`config.mk`:
```
export PLATFORM = sky130hd
export DESIGN_NAME = load_store_unit_hs
export DESIGN_NICKNAME = d
export VERILOG_FILES = /design/src/rtl/lsu_pkg.sv /design/src/rtl/lsu_load_align.sv /design/src/rtl/load_store_unit_hs.sv
export SDC_FILE = /design/constraint.sdc
export NUM_CORES = 1
export LEC_CHECK = 0
export CAP_MARGIN = 15
export CORE_MARGIN = 5
export CORE_UTILIZATION = 50
export CTS_CLUSTER_SIZE = 24
export DETAILED_ROUTE_END_ITERATION = 16
export PLACE_DENSITY = 0.86
export SYNTH_ARGS = -nofsm -noshare
export SYNTH_HDL_FRONTEND = slang
export SYNTH_HIERARCHICAL = 1
export SYNTH_SLANG_ARGS = --single-unit
export TNS_END_PERCENT = 50
```
`constraint.sdc`:
```
create_clock -name i_clk -period 6 [get_ports i_clk]
set_input_delay 1.2 -clock i_clk [delete_from_list [all_inputs] [get_ports i_clk]]
set_output_delay 1.2 -clock i_clk [all_outputs]
set_load 0.1 [all_outputs]
```
`src/rtl/lsu_pkg.sv`:
```
// rtl/lsu_pkg.sv - shared types, funct3 encodings and legality helper for the load/store unit
package lsu_pkg;

    typedef enum logic [1:0] {
        SizeB = 2'b00,
        SizeH = 2'b01,
        SizeW = 2'b10,
        SizeD = 2'b11
    } mem_size_e;

    localparam logic [2:0] LoadByte    = 3'b000;
    localparam logic [2:0] LoadHalf    = 3'b001;
    localparam logic [2:0] LoadWord    = 3'b010;
    localparam logic [2:0] LoadDouble  = 3'b011;
    localparam logic [2:0] LoadByteU   = 3'b100;
    localparam logic [2:0] LoadHalfU   = 3'b101;
    localparam logic [2:0] LoadWordU   = 3'b110;
    localparam logic [2:0] StoreByte   = 3'b000;
    localparam logic [2:0] StoreHalf   = 3'b001;
    localparam logic [2:0] StoreWord   = 3'b010;
    localparam logic [2:0] StoreDouble = 3'b011;

    typedef enum logic [1:0] {
        LsuIdle = 2'b00,
        LsuReq  = 2'b01,
        LsuWait = 2'b10,
        LsuResp = 2'b11
    } lsu_state_e;

    // True when the op is unsupported for this XLEN or its address is not naturally aligned.
    function automatic logic op_illegal(input logic we, input logic [2:0] funct3,
                                        input logic [2:0] addr_lo, input int xlen);
        logic ok;
        ok = 1'b0;
        if (we) begin
            case (funct3)
                StoreByte, StoreHalf, StoreWord: ok = 1'b1;
                StoreDouble:                     ok = (xlen == 64);
                default:                         ok = 1'b0;
            endcase
        end else begin
            case (funct3)
                LoadByte, LoadHalf, LoadWord, LoadByteU, LoadHalfU: ok = 1'b1;
                LoadDouble, LoadWordU:                              ok = (xlen == 64);
                default:                                            ok = 1'b0;
            endcase
        end
        case (mem_size_e'(funct3[1:0]))
            SizeH:   if (addr_lo[0])           ok = 1'b0;
            SizeW:   if (addr_lo[1:0] != 2'b0) ok = 1'b0;
            SizeD:   if (addr_lo != 3'b0)      ok = 1'b0;
            default: ;
        endcase
        return !ok;
    endfunction

endpackage

```
`src/rtl/lsu_load_align.sv`:
```
// rtl/lsu_load_align.sv - shifts a full bus word down by byte offset and sign/zero-extends to XLEN
module lsu_load_align
    import lsu_pkg::*;
#(
    parameter int XLEN = 32
) (
    input  logic [XLEN-1:0]            rdata,
    input  logic [$clog2(XLEN/8)-1:0]  offset,
    input  logic [2:0]                 funct3,
    output logic [XLEN-1:0]            data
);

    logic [XLEN-1:0] sh;
    logic [XLEN-1:0] mask;
    logic            sign;

    // Mask down to the access size, then fill the upper bits with the sign bit unless unsigned.
    always_comb begin
        sh   = rdata >> {offset, 3'b000};
        mask = '1;
        sign = sh[XLEN-1];
        case (mem_size_e'(funct3[1:0]))
            SizeB: begin mask = XLEN'(8'hFF);          sign = sh[7];  end
            SizeH: begin mask = XLEN'(16'hFFFF);       sign = sh[15]; end
            SizeW: begin mask = XLEN'(32'hFFFF_FFFF);  sign = sh[31]; end
            default: ;
        endcase
        data = (sh & mask) | ((sign && !funct3[2]) ? ~mask : '0);
    end

endmodule

```
`src/rtl/load_store_unit_hs.sv`:
```
// rtl/load_store_unit_hs.sv - handshaked multi-cycle load/store unit driving a word-aligned memory bus
module load_store_unit_hs
    import lsu_pkg::*;
#(
    parameter int XLEN           = 32,
    parameter int TIMEOUT_CYCLES = 255
) (
    input  logic                i_clk,
    input  logic                i_rst,
    input  logic                i_req_valid,
    output logic                o_req_ready,
    input  logic                i_req_we,
    input  logic [2:0]          i_req_funct3,
    input  logic [XLEN-1:0]     i_req_addr,
    input  logic [XLEN-1:0]     i_req_wdata,
    output logic                o_rsp_valid,
    output logic [XLEN-1:0]     o_rsp_data,
    output logic                o_rsp_err_misalign,
    output logic                o_rsp_err_bus,
    output logic                o_busy,
    output logic                o_mem_valid,
    input  logic                i_mem_ready,
    output logic [XLEN-1:0]     o_mem_addr,
    output logic                o_mem_we,
    output logic [XLEN/8-1:0]   o_mem_wstrb,
    output logic [XLEN-1:0]     o_mem_wdata,
    input  logic                i_mem_rvalid,
    input  logic [XLEN-1:0]     i_mem_rdata,
    input  logic                i_mem_err
);

    localparam int NB       = XLEN / 8;
    localparam int OFFW     = $clog2(NB);
    localparam int CNTW_RAW = $clog2(TIMEOUT_CYCLES + 1);
    localparam int CNTW     = (CNTW_RAW < 1) ? 1 : CNTW_RAW;

    lsu_state_e      state_q;
    logic            we_q;
    logic [2:0]      funct3_q;
    logic [XLEN-1:0] addr_q;
    logic [XLEN-1:0] wdata_q;
    logic [CNTW-1:0] cnt_q;
    logic [XLEN-1:0] rsp_data_q;
    logic            err_mis_q;
    logic            err_bus_q;

    logic [OFFW-1:0] off;
    logic [NB-1:0]   strb_base;
    logic [XLEN-1:0] load_data;
    logic            accept;
    logic            illegal;
    logic            timeout_hit;

    assign off         = addr_q[OFFW-1:0];
    assign accept      = i_req_valid && o_req_ready;
    assign illegal     = op_illegal(i_req_we, i_req_funct3, i_req_addr[2:0], XLEN);
    assign timeout_hit = (TIMEOUT_CYCLES != 0) && (cnt_q == CNTW'(TIMEOUT_CYCLES));

    assign o_req_ready        = (state_q == LsuIdle) && !i_rst;
    assign o_busy             = (state_q != LsuIdle);
    assign o_rsp_valid        = (state_q == LsuResp);
    assign o_rsp_data         = rsp_data_q;
    assign o_rsp_err_misalign = err_mis_q;
    assign o_rsp_err_bus      = err_bus_q;

    // Bus side is driven straight from the captured request so it stays stable under backpressure.
    assign o_mem_valid = (state_q == LsuReq);
    assign o_mem_addr  = {addr_q[XLEN-1:OFFW], {OFFW{1'b0}}};
    assign o_mem_we    = we_q;
    assign o_mem_wdata = wdata_q << {off, 3'b000};
    assign o_mem_wstrb = we_q ? (strb_base << off) : '0;

    // Byte-lane footprint of the access before shifting into position.
    always_comb begin
        strb_base = '0;
        case (mem_size_e'(funct3_q[1:0]))
            SizeB: strb_base = NB'(8'h01);
            SizeH: strb_base = NB'(8'h03);
            SizeW: strb_base = NB'(8'h0F);
            SizeD: strb_base = NB'(8'hFF);
            default: ;
        endcase
    end

    lsu_load_align #(.XLEN(XLEN)) u_align (
        .rdata  (i_mem_rdata),
        .offset (off),
        .funct3 (funct3_q),
        .data   (load_data)
    );

    // Request capture, bus sequencing, timeout and response registration.
    always_ff @(posedge i_clk or posedge i_rst) begin
        if (i_rst) begin
            state_q    <= LsuIdle;
            we_q       <= 1'b0;
            funct3_q   <= 3'b0;
            addr_q     <= '0;
            wdata_q    <= '0;
            cnt_q      <= '0;
            rsp_data_q <= '0;
            err_mis_q  <= 1'b0;
            err_bus_q  <= 1'b0;
        end else begin
            case (state_q)
                LsuIdle: begin
                    if (accept) begin
                        we_q     <= i_req_we;
                        funct3_q <= i_req_funct3;
                        addr_q   <= i_req_addr;
                        wdata_q  <= i_req_wdata;
                        if (illegal) begin
                            rsp_data_q <= '0;
                            err_mis_q  <= 1'b1;
                            err_bus_q  <= 1'b0;
                            state_q    <= LsuResp;
                        end else begin
                            state_q <= LsuReq;
                        end
                    end
                end
                LsuReq: begin
                    if (i_mem_ready) begin
                        cnt_q   <= '0;
                        state_q <= LsuWait;
                    end
                end
                LsuWait: begin
                    if (i_mem_rvalid) begin
                        rsp_data_q <= (we_q || i_mem_err) ? '0 : load_data;
                        err_mis_q  <= 1'b0;
                        err_bus_q  <= i_mem_err;
                        state_q    <= LsuResp;
                    end else if (timeout_hit) begin
                        rsp_data_q <= '0;
                        err_mis_q  <= 1'b0;
                        err_bus_q  <= 1'b1;
                        state_q    <= LsuResp;
                    end else if (cnt_q != '1) begin
                        cnt_q <= cnt_q + CNTW'(1);
                    end
                end
                LsuResp: state_q <= LsuIdle;
                default: state_q <= LsuIdle;
            endcase
        end
    end

endmodule
```
==> summary.txt, run 1 <==
Outcome
  • Status: complete, no violations

Clocking
  • Clk sink count: 112
  • CTS clk-pin slew, worst paths: 0.06 ns
  • Htree depth: 3
  • Post-CTS Setup Repair Bufs: 0
  • Post-CTS sizing: 0
  • Clk_lat worst skew: 0.35 ns
  • Cts bufs inserted: 9
  • Clock Path Buffers: 2
  • Clk root buf: clkbuf_16
  • Cts hold-fix bufs: 0
  • CTS tree: yes

STA
  • Final setup viols: 0
  • Final setup skew: 0.00709 ns
  • WHS: 0.507 ns
  • Achievable Freq: 0.229 GHz
  • Count of final hold-check violations: 0
  • Setup tns final: 0 ns
  • Slew Limit Headroom: 31.3%
  • Fin crit period: 4.37 ns
  • Least-Margin Pin Slew: 1.03 ns
  • Max-slew violations: 0
  • Fin crit share: 72.9%
  • RSZ-0062 raised after global routing: false

Finish
  • Nets: 886
  • Area Overhead vs Synth: 33.8%
  • Antenna Cells: 0
  • Layout cell share with drive strength beyond 1: 16.1%
  • Most common cell after layout, fill and taps aside: clkdlybuf4s50_1
  • Post-Layout Cell Count: 950
  • Commonest cells after routing, fill and taps aside: clkdlybuf4s50_1 (210), dfrtp_1 (110), mux2_2 (78)
  • Non-Filler Cell Area, Final: 8740 um2

Detailed routing
  • Drt pass-1 iters: 5
  • Antenna-violating nets left: 0
  • First DRT Iteration DRCs: 334
  • Routed via count: 5172
  • Avg WL per Cell: 18.6 um
  • Vias per std cell: 5.44
  • Final WL: 17700 um
  • Residual DRC: 0

Synth
  • Distinct cells, synth: 57
  • Mux cell area share after synthesis: 22.8%
  • Asr flop ratio synth: 100%
  • Post-synth EDFFs: 0
  • Synth Area in Compound Gates: 12.0%
  • Simple logic cell fraction of the synthesized area: 11.0%
  • Area contributors post-synth: dfrtp_1 (43%), mux2_2 (13%), mux2i_1 (9.4%)
  • Synth Instances: 619
  • Largest family of logic cells by synthesized area: multiplexers
  • Ys Warns: 6
  • Synthesized area: 6530 um2
  • Sequential share of the synthesized area: 42.9%
  • Share of the synthesized area in the top cell type: 42.9%
  • Post-Synth Adder-Cell Area: 0.958%
  • Main flop type after synthesis: dfrtp_1
  • Seq cells post-synth: 112
  • Post-Synth XOR/XNOR Area: 0.134%
  • Avg Cell Area, Syn: 10.5 um2
  • Largest area contributor in the netlist: dfrtp_1

Die
  • I/O pins: 213
  • Initial core utilization: 51.3%
  • Row count: 41
  • Die area: 15400 um2
  • Core footprint: 12700 um2
  • Die Y: 124 um
  • Die X-Extent: 124 um

Worst setup path
  • Crit path required time: 4.80 ns
  • Critical path data arrival time: 3.17 ns
  • Reg2reg path depth: 6
  • WS Path Type: flop to output pin
  • CP Capture Type: output pin
  • R2R Path End: o_rsp_data[16]$_DFFE_PP0P_
  • FF-to-FF setup slack: 3.22 ns
  • Startpoint Class: flop
  • CP Max Fanout: 44
  • Worst R2R Start: addr_q[1]$_DFFE_PP0P_

Global routing
  • Largest net degree at the start of global routing: 75
  • Aggregate global routing overflow: 0
  • First-pass GRT wire length: 29100 um
  • Vias in the first global route: 5529
  • GRT Util Overall: 22.9%
  • Initial antenna violation count: 0

Placement
  • Port Buf Inserts: 210
  • Placer congestion estimate: 0.886
  • Final HPWL DP: 13100 um
  • Dpl cell area: 8430 um2
  • Dpl cells: 936

Min path
  • WHS Endpoint: wdata_q[26]$_DFFE_PP0P_
  • Worst min path class: flop to flop
  • Hold Startpoint: wdata_q[26]$_DFFE_PP0P_
  • Hold path cells: 1

Job
  • Max cap viols: 0
## cells in the mapped netlist, drive strengths merged, types with 4 or more instances
cell,instances
a211oi,17
a21boi,8
nand2,69
clkbuf,20
a21oi,29
o21ai,12
o211ai,17
dfrtp,112
buf,52
inv,41
nor2b,20
nor2,15
mux2,78
or2,9
and2,9
ha,5
nand3,4
mux2i,61
## stage by stage
| step | setup slack (ns) | utilization [%] |
|---|---|---|
| 3_5_place_dp | 1.86 | 66.2 |
| 5_1_grt | 1.43 | 68.7 |
| 6_report | 1.63 | 68.7 |
| 4_1_cts | 1.63 | 68.7 |
| 2_1_floorplan | 0.635 | - |
| 3_3_place_gp | 1.88 | 66.2 |
## state kept, by name, summed over array words and instances (netlist names), 2 cells and up
register,count
o_rsp_data,32
state_q,2
addr_q,32
funct3_q,3
cnt_q,8
wdata_q,32
## cell families after synthesis
kind of cell	Yosys count
compound gates	105
xor+xnor	1
fa+ha+maj	5
buf+inv	113
flops	112
mux	139
other cells	1
simple gates	143
## critical path, stage by stage, from the launching register on
cell             delay (ns)
dfrtp_2                0.67
buf_4                  0.55
mux2i_1                0.18
o21ai_0                0.23
clkdlybuf4s50_1        1.19
## routing by layer
layer | global-route usage (%) | up-vias | part of all wire [%] | wire, um
met3 | 8.10 | 25 | 9.0 | 1590
met1 | 27.7 | 2501 | 40 | 7050
met5 | 0 | - | 0 | 0
met4 | 8.32 | 0 | 2.2 | 384
li1 | - | 2421 | - | -
met2 | 37.8 | 225 | 49 | 8640
## worst max-delay path by stage
stage                                     end                   from  depth (start not counted)  slack, ns
CTS                           o_mem_wdata[19]  addr_q[1]$_DFFE_PP0P_                          4       1.63
finish                        o_mem_wdata[19]  addr_q[1]$_DFFE_PP0P_                          4       1.63
detailed placement                o_req_ready                  i_rst                          3       1.86
global placement                  o_req_ready                  i_rst                          3       1.88
global route                  o_mem_wdata[19]  addr_q[1]$_DFFE_PP0P_                          4       1.43
floorplan           o_rsp_err_bus$_DFFE_PP0P_                  i_rst                          5       0.64
## layout make-up
| class | count | area [um2] |
|---|---|---|
| clock buffer | 11 | 243 |
| clock inverter | 3 | 67.6 |
| fill | 973 | 3990 |
| inverter | 41 | 156 |
| multi-input combinational | 395 | 3100 |
| sequential | 112 | 2810 |
| tap | 172 | 215 |
| timing repair buffer | 216 | 2150 |
Power of run 1 is left out: the tool's default activity adds up to more than one toggle a clock period on the data nets, which glitch-free logic cannot reach.
==> inputs of run 2 (changes only) <==
--- a/config.mk
+++ b/config.mk
@@ -7,10 +7,10 @@
 export LEC_CHECK = 0
 export CAP_MARGIN = 15
 export CORE_MARGIN = 5
-export CORE_UTILIZATION = 50
+export CORE_UTILIZATION = 47
 export CTS_CLUSTER_SIZE = 24
 export DETAILED_ROUTE_END_ITERATION = 16
-export PLACE_DENSITY = 0.86
+export PLACE_DENSITY = 0.81
 export SYNTH_ARGS = -nofsm -noshare
 export SYNTH_HDL_FRONTEND = slang
 export SYNTH_HIERARCHICAL = 1
==> constraint.sdc (replaced) <==
create_clock -name i_clk -period 4.35 [get_ports i_clk]
set_input_delay 0.87 -clock i_clk [delete_from_list [all_inputs] [get_ports i_clk]]
set_output_delay 0.87 -clock i_clk [all_outputs]
set_load 0.1 [all_outputs]
==> run 2 against run 1 <==
First-iteration DRC count decreased by 35%. Core utilization decreased by 6.1 points. Register-to-register slack got worse by 1.7 ns. Clock skew about the same. Sequential cell count unchanged. Global-route usage decreased by 2.5 points.
==> summary.txt, run 2 (synthesis gave the netlist of run 1 again) <==
Worst setup path
  • CP Max Fanout: 5 (-89%)
  • Reg2reg path depth: 6 (unchanged)
  • CP Capture Type: output pin
  • Critical path data arrival time: 2.46 ns (-0.71 ns)
  • Startpoint Class: flop
  • Crit path required time: 3.48 ns (-1.32 ns)
  • WS Path Type: flop to output pin
  • FF-to-FF setup slack: 1.52 ns (-1.70 ns)

Die
  • Row count: 43 (+4.9%)
  • Core footprint: 13800 um2 (+8.3%)
  • Initial core utilization: 47.4% (-3.9 points)
  • Die area: 16300 um2 (+5.9%)
  • I/O pins: 213 (unchanged)
  • Die X-Extent: 128 um (+2.9%)
  • Die Y: 128 um (+2.9%)

Finish
  • Antenna Cells: 0 (unchanged)
  • Most common cell after layout, fill and taps aside: clkdlybuf4s50_1
  • Area Overhead vs Synth: 32.1%
  • Layout fillers: 1087 (+12%)
  • Nets: 887 (+0.11%)
  • Layout cell share with drive strength beyond 1: 21.1% (+5.1 points)
  • Commonest cells after routing, fill and taps aside: clkdlybuf4s50_1 (173), dfrtp_1 (110), mux2_2 (78)

Detailed routing
  • Antenna-violating nets left: 0 (unchanged)
  • Final WL: 16700 um (-5.3%)
  • Routed via count: 5093 (-1.5%)
  • Avg WL per Cell: 17.4 um (-6.4%)
  • Drt pass-1 iters: 5 (unchanged)
  • Residual DRC: 0 (unchanged)
  • Vias per std cell: 5.30 (-2.7%)
  • First DRT Iteration DRCs: 216 (-35%)

Min path
  • Worst min path class: flop to flop
  • Hold path cells: 1 (unchanged)

Clocking
  • Htree depth: 3 (unchanged)
  • Post-CTS Setup Repair Bufs: 0 (unchanged)
  • CTS clk-pin slew, worst paths: 0.07 ns (about the same)
  • Clk sink count: 112 (unchanged)
  • Clk_lat worst skew: 0.35 ns (about the same)
  • CTS tree: yes
  • Post-CTS sizing: 0 (unchanged)
  • Cts hold-fix bufs: 0 (unchanged)
  • Clk root buf: clkbuf_16
  • Cts bufs inserted: 9 (unchanged)
  • Clock Path Buffers: 2 (unchanged)

STA
  • Least-Margin Pin Slew: 0.994 ns (-0.0329 ns)
  • Fin crit share: 76.6%
  • Count of final hold-check violations: 0 (unchanged)
  • Final setup viols: 0 (unchanged)
  • RSZ-0062 raised after global routing: false
  • Max-slew violations: 0 (unchanged)
  • WHS: 0.501 ns (-0.00604 ns)
  • Final setup skew: 0.00680 ns (-0.000287 ns)
  • Achievable Freq: 0.300 GHz
  • Fin crit period: 3.33 ns
  • Setup tns final: 0 ns (unchanged)
  • Slew Limit Headroom: 33.5% (+2.2 points)

Global routing
  • Largest net degree at the start of global routing: 74 (-1.3%)
  • Initial antenna violation count: 0 (unchanged)
  • GRT Util Overall: 20.4% (-2.5 points)
  • First-pass GRT wire length: 26900 um (-7.6%)
  • Aggregate global routing overflow: 0 (unchanged)
  • Vias in the first global route: 5307 (-4.0%)

Placement
  • Placer congestion estimate: 0.851 (-4.0%)
  • Final HPWL DP: 12400 um (-5.5%)
  • Port Buf Inserts: 210 (unchanged)

Outcome
  • Status: complete, no violations

Job
  • Max cap viols: 0 (unchanged)
## run 2: layer usage
layer	part of all wire (%)	up-vias	track usage (%)	wire, um
met5	0	-	0	0
met4	1.6	0	6.12	268
met3	11	21	8.29	1780
met2	48	200	33.9	7990
met1	40	2451	24.4	6680
li1	-	2421	-	-
## run 2: critical path, cell delays in order (launching register included)
cell and delay [ns]:
dfrtp_1 0.40, inv_1 0.09, ha_1 0.28, inv_1 0.18, clkdlybuf4s50_1 1.16
## run 2: path summary, 6_finish.rpt
path | start | endpoint
max | state_q[0]$_DFFE_PP0P_ | o_busy
min | wdata_q[31]$_DFFE_PP0P_ | wdata_q[31]$_DFFE_PP0P_
max reg2reg | addr_q[1]$_DFFE_PP0P_ | o_rsp_data[27]$_DFFE_PP0P_
min reg2reg | wdata_q[31]$_DFFE_PP0P_ | wdata_q[31]$_DFFE_PP0P_
max in group asynchronous | i_rst | addr_q[0]$_DFFE_PP0P_
min in group asynchronous | i_rst | state_q[1]$_DFFE_PP0P_
## run 2: cell type report
| class | instances | area [um2] | share of cell area (%) |
|---|---|---|---|
| multi-input cells | 395 | 3100 | 36.0 |
| flip-flops and latches | 112 | 2810 | 32.5 |
| repair buffers | 217 | 2060 | 23.9 |
| clock buffers | 10 | 229 | 2.66 |
| well taps | 180 | 225 | 2.61 |
| inverters | 41 | 158 | 1.83 |
| clock inverters | 6 | 42.5 | 0.493 |
## run 2: stage by stage
step | instances | area, um2 | util (%) | setup WS, ns
finish | 961 | 8620 | 62.6 | 1.02
global route | 961 | 8620 | 62.6 | 0.916
CTS | 961 | 8620 | 62.6 | 1.01
detailed placement | 945 | 8350 | 60.6 | 1.37
global placement | 945 | 8350 | 60.6 | 1.43
floorplan | 620 | 6540 | - | 0.0650
Power of run 2 is left out for the same reason.
